File: src/rtl/leading_zero_skip_divider.sv
`timescale 1ns/1ps
`default_nettype none
// ============================================================================
//  Module   : leading_zero_skip_divider
//  Purpose  : Sequential 32-bit restoring divider for RISC-V DIV/DIVU/REM/REMU.
//             Iteration starts at the most-significant set bit of the dividend
//             magnitude, so leading zero bits cost no cycles. Uses the same
//             start/busy/done/result/rd-index handshake as the column-bypass
//             multiplier.
//  Ports    : clk_i, rst_i (async, active-high)
//             start_i, op_a_i (dividend), op_b_i (divisor), rem_i, signed_i,
//             rd_idx_i                        -- request, sampled on accept
//             busy_o, done_o (1-cycle pulse), result_o, result_rd_idx_o
//  Options  : LZS_DIVIDER_SIGNED_EN -- when defined, signed_i selects signed
//             division; otherwise signed_i is ignored and all ops are unsigned.
//  Revision : 1.0 - initial release
// ============================================================================
module leading_zero_skip_divider (
    input  logic        clk_i,
    input  logic        rst_i,
    input  logic        start_i,
    input  logic [31:0] op_a_i,
    input  logic [31:0] op_b_i,
    input  logic        rem_i,
    input  logic        signed_i,
    input  logic [4:0]  rd_idx_i,
    output logic        busy_o,
    output logic        done_o,
    output logic [31:0] result_o,
    output logic [4:0]  result_rd_idx_o
);

    typedef enum logic [1:0] {
        S_IDLE = 2'd0,
        S_RUN  = 2'd1,
        S_DONE = 2'd2
    } state_t;

    state_t      r_state;
    state_t      w_state_next;

    logic [31:0] r_n;       // dividend magnitude
    logic [31:0] r_d;       // divisor magnitude
    logic [31:0] r_q;       // quotient
    logic [31:0] r_r;       // partial remainder (always < D, so 32 bits hold it)
    logic [4:0]  r_idx;     // dividend bit being consumed
    logic [4:0]  r_rd;
    logic        r_rem;
    logic        r_done;
    logic [31:0] r_result;
    logic [4:0]  r_result_rd;

    logic [31:0] w_n_mag;
    logic [31:0] w_d_mag;
    logic [4:0]  w_msb;
    logic [32:0] w_t;
    logic [32:0] w_diff;
    logic        w_ge;
    logic [31:0] w_q_fix;
    logic [31:0] w_r_fix;

`ifdef LZS_DIVIDER_SIGNED_EN
    logic        w_sa;
    logic        w_sb;
    logic        r_neg_q;
    logic        r_neg_r;

    assign w_sa    = signed_i & op_a_i[31];
    assign w_sb    = signed_i & op_b_i[31];
    assign w_n_mag = w_sa ? (~op_a_i + 32'd1) : op_a_i;
    assign w_d_mag = w_sb ? (~op_b_i + 32'd1) : op_b_i;
    assign w_q_fix = r_neg_q ? (~r_q + 32'd1) : r_q;
    assign w_r_fix = r_neg_r ? (~r_r + 32'd1) : r_r;
`else
    logic        w_unused_signed;

    // signed_i stays on the port list so both builds share one pinout
    assign w_unused_signed = signed_i;
    assign w_n_mag = op_a_i;
    assign w_d_mag = op_b_i;
    assign w_q_fix = r_q;
    assign w_r_fix = r_r;
`endif

    // Index of the highest set bit of the dividend magnitude (0 when N == 0)
    always_comb begin
        w_msb = 5'd0;
        for (int i = 0; i < 32; i++) begin
            if (w_n_mag[i]) begin
                w_msb = 5'(i);
            end
        end
    end

    // Since R < D before each shift, T < 2D and T - D < 2^32 whenever T >= D.
    // The borrow bit of the 33-bit difference is therefore the compare result.
    assign w_t    = {r_r, r_n[r_idx]};
    assign w_diff = w_t - {1'b0, r_d};
    assign w_ge   = ~w_diff[32];

    always_ff @(posedge clk_i or posedge rst_i) begin
        if (rst_i) begin
            r_state <= S_IDLE;
        end else begin
            r_state <= w_state_next;
        end
    end

    always_comb begin
        w_state_next = r_state;
        case (r_state)
            S_IDLE: begin
                if (start_i) begin
                    w_state_next = ((w_d_mag == 32'd0) || (w_n_mag == 32'd0)) ? S_DONE : S_RUN;
                end
            end
            S_RUN: begin
                if (r_idx == 5'd0) begin
                    w_state_next = S_DONE;
                end
            end
            S_DONE:  w_state_next = S_IDLE;
            default: w_state_next = S_IDLE;
        endcase
    end

    always_ff @(posedge clk_i or posedge rst_i) begin
        if (rst_i) begin
            r_n         <= 32'd0;
            r_d         <= 32'd0;
            r_q         <= 32'd0;
            r_r         <= 32'd0;
            r_idx       <= 5'd0;
            r_rd        <= 5'd0;
            r_rem       <= 1'b0;
            r_done      <= 1'b0;
            r_result    <= 32'd0;
            r_result_rd <= 5'd0;
`ifdef LZS_DIVIDER_SIGNED_EN
            r_neg_q     <= 1'b0;
            r_neg_r     <= 1'b0;
`endif
        end else begin
            r_done <= 1'b0;
            case (r_state)
                S_IDLE: begin
                    if (start_i) begin
                        r_n   <= w_n_mag;
                        r_d   <= w_d_mag;
                        r_rem <= rem_i;
                        r_rd  <= rd_idx_i;
                        r_idx <= w_msb;
                        r_q   <= 32'd0;
                        r_r   <= 32'd0;
`ifdef LZS_DIVIDER_SIGNED_EN
                        r_neg_q <= w_sa ^ w_sb;
                        r_neg_r <= w_sa;
`endif
                        // Divide-by-zero: final values preloaded, remainder is
                        // the raw dividend, and no sign fixup may touch them.
                        if (w_d_mag == 32'd0) begin
                            r_q <= 32'hFFFF_FFFF;
                            r_r <= op_a_i;
`ifdef LZS_DIVIDER_SIGNED_EN
                            r_neg_q <= 1'b0;
                            r_neg_r <= 1'b0;
`endif
                        end
                    end
                end
                S_RUN: begin
                    r_r <= w_ge ? w_diff[31:0] : w_t[31:0];
                    if (w_ge) begin
                        r_q[r_idx] <= 1'b1;
                    end
                    r_idx <= r_idx - 5'd1;
                end
                S_DONE: begin
                    r_result    <= r_rem ? w_r_fix : w_q_fix;
                    r_result_rd <= r_rd;
                    r_done      <= 1'b1;
                end
                default: ;
            endcase
        end
    end

    assign busy_o          = (r_state == S_RUN) || (r_state == S_DONE);
    assign done_o          = r_done;
    assign result_o        = r_result;
    assign result_rd_idx_o = r_result_rd;

endmodule
`default_nettype wire
File: config.mk
export PLATFORM = sky130hd
export DESIGN_NAME = leading_zero_skip_divider
export DESIGN_NICKNAME = d
export VERILOG_FILES = /design/src/rtl/leading_zero_skip_divider.sv
export SDC_FILE = /design/constraint.sdc
export NUM_CORES = 1
export LEC_CHECK = 0
export BUFFER_PORTS_ARGS = -buffer_cell sky130_fd_sc_hd__buf_4
export CORE_UTILIZATION = 55
export DETAILED_ROUTE_END_ITERATION = 7
export PLACE_DENSITY_LB_ADDON = 0.12
export SLEW_MARGIN = 20
export SYNTH_ARGS = -nofsm -noshare
export SYNTH_HDL_FRONTEND = slang
export SYNTH_SLANG_ARGS = --single-unit
File: constraint.sdc
create_clock -name clk_i -period 7.9 [get_ports clk_i]
set_clock_uncertainty 0.05 [all_clocks]
set_input_delay 0.395 -clock clk_i [delete_from_list [all_inputs] [get_ports clk_i]]
set_output_delay 0.395 -clock clk_i [all_outputs]
set_load 0.1 [all_outputs]
==> reports/qor.csv <==
metric;value;unit
fmax;0.177;GHz
number of port buffers;111;
# diodes;0;
Final nets;1290;
outcome;completed;
Rows;49;
asr flop ratio synth;100;%
crit path DAT;5920;ps
Crit Path Class;reg2reg;
Post-Syn Instances;1095;
CP max FO;47;
Die Wd;138;microns
RSZ-0062 raised after global routing;no;
Pre-Repair DR Iteration Count;6;
H-tree levels;4;
syn avg cell area;9.25;sq um
clock buffer count from CTS;17;
DR vias;8628;
Syn-to-layout area delta;15.8;%
CTS tree;yes;
slew of the pin with the lowest slew margin;1030;ps
most common cell after layout, fill and taps aside;dfrtp_1;
# resized after CTS;0;
library cells used by synthesis;64;
Cell Chain, Critical Path;mux4_2 -> mux4_2 -> mux2i_1 -> ha_1 -> fa_1 -> nor2b_1 -> o211ai_1 -> a21bo_2 -> a21oi_2 -> o41ai_4 -> mux2i_4 -> buf_4 -> mux2_1 -> o221ai_1;
GRT Overall Usage;30.5;%
deepest clock path buffer count;2;
gr ovfl total;0;
Synth Register Bits;179;
most used routing layer;met1;
final setup vio count;0;
critical path's top delay family;multiplexers;
initial antenna violation count;0;
Seq. cell area;4480;sq um
Most Frequent Cell on Critical Path;mux4_2;
fin. max-slew vios;0;
vias per inst;6.08;
first-pass GRT wire length;43.5;mm
Post-synth EDFFs;0;
fin crit period;5640;ps
starting density of the core;56.2;%
post-synthesis cell area;10100;sq um
Setup Buffers After CTS;0;
Max-slew headroom;30.9;%
synth warn;0;
GR Layer Usage met2;44.6;%
CP max stage cell;dfrtp_1;
total core area;18000;sq um
total wire length;27.5;mm
leading area contributor after synthesis;dfrtp_1;
sequential area share after synthesis;44.2;%
Die Ht;138;microns
HPWL after DPL;19.9;mm
Clock Latency Late Sink;440;ps
CTS root buf;clkbuf_16;
Yosys top cell area share;44.2;%
Max-Cap Viols;0;
post-route antenna net violation count;0;
largest net degree at the start of global routing;112;
GR Util met3;4.56;%
crit start category;flop;
CP max stage delay;820;ps
1st-iter DRT viols;785;
crit share post-route;71.4;%
drt drc;0;
Hold Buf Count CTS;0;
met1 Use GR;45.5;%
Critical Path RT;8180;ps
top_reg_cell synth;dfrtp_1;
IO Count;113;
clock slew seen by the registers of the worst setup and hold paths;80;ps
Synth Net Count;1209;
GPL Wtd Cong;0.951;
synth top area cells;dfrtp_1 (44%), a21oi_1 (6.3%), nor2_1 (5.2%);
Worst setup EP type;flop;
clock sinks;179;
number of global-route vias before repair;7881;
commonest cells after routing, fill and taps aside;dfrtp_1 (179), nor2_1 (140), a21oi_1 (126);
Die ar.;19000;sq um
Crit path buffers/inverters;1;
setup TNS;0;ps
Layout fillers;1502;
layout cells sized above 1;18.8;%
Hold Crit Class;in2async;
wire per inst;19.4;microns
Multi-input gate area;5220;sq um
final hold violations;0;
## worst register-to-register path: cells and delay by family, from the launching register on
family	cells	cell delay, ps
compound gates	5	1290
simple gates	1	80
fa+ha+maj	2	420
flops	1	820
buf+inv	1	530
mux	5	2360
## cell type report
type / count / area share, %
clock inverter: 15 / 1.38
sequential: 179 / 38.2
multi-input combinational: 796 / 44.5
timing repair buffer: 123 / 7.87
clock buffer: 17 / 3.63
inverter: 59 / 1.95
tap: 229 / 2.44
## cells by family after synthesis
family / share of synthesized area (%)
compound gates: 19.7
simple gates: 14.1
flops: 44.2
buf+inv: 4.63
mux: 10.2
fa+ha+maj: 5.02
xor+xnor: 2.08
## metal layers
layer	wire [microns]	vias up
li1	-	4105
met1	12800	4134
met2	12100	347
met3	1690	42
met4	917	0
met5	0	-
## sequential cells by signal, indices dropped and copies added (netlist names)
signal,cells
result_o,32
r_rd,5
r_state,2
r_r,32
r_q,32
r_n,32
r_d,32
result_rd_idx_o,5
r_rem,1
r_idx,5
done_o,1
## Yosys cell counts, types with 3 or more instances
cell type,n
a221oi_1,4
o21bai_1,3
mux2_2,37
buf_4,3
a21oi_1,127
nand3b_1,3
nor3_1,20
buf_2,5
nor2_4,3
a31oi_1,16
o22ai_1,13
clkbuf_1,42
ha_1,39
a21o_1,14
xnor2_1,14
xor2_1,10
o21ai_0,69
mux2i_1,38
nand2b_1,10
o21ai_1,3
nand3_1,18
nand4_1,6
mux4_2,10
or3_1,3
dfrtp_1,179
o211ai_1,8
or4_1,3
nand2_1,77
buf_1,10
nor2_1,141
and3_1,5
o31ai_1,5
inv_1,59
nor4_1,19
a211oi_1,35
a22oi_1,7
nor2b_1,3
## through the flow
step	cells	cell area (sq um)	util, %	hold WS (ps)	setup slack [ps]
2_1_floorplan	1095	10100	-	395	2600
3_3_place_gp	1386	11100	61.8	409	2380
3_5_place_dp	1386	11100	61.8	433	2290
4_1_cts	1418	11700	65.0	112	2250
5_1_grt	1418	11700	65.1	116	1870
6_report	1418	11700	65.1	54.7	2260
## path summary, 6_finish.rpt
path	start	to	slack, ps	cells after the start
max	r_idx[0]$_DFFE_PP0P_	r_r[0]$_DFFE_PP0P_	2260	14
min	rst_i	r_n[2]$_DFFE_PP0P_	50	2
max reg2reg	r_idx[0]$_DFFE_PP0P_	r_r[0]$_DFFE_PP0P_	2260	14
min reg2reg	r_n[29]$_DFFE_PP0P_	r_n[29]$_DFFE_PP0P_	440	2
max in group asynchronous	rst_i	r_r[16]$_DFFE_PP0P_	6350	3
min in group clk_i	op_b_i[10]	r_d[10]$_DFFE_PP0P_	120	3
Power is left out: the tool's default activity adds up to more than one toggle a clock period on the data nets, which glitch-free logic cannot reach.
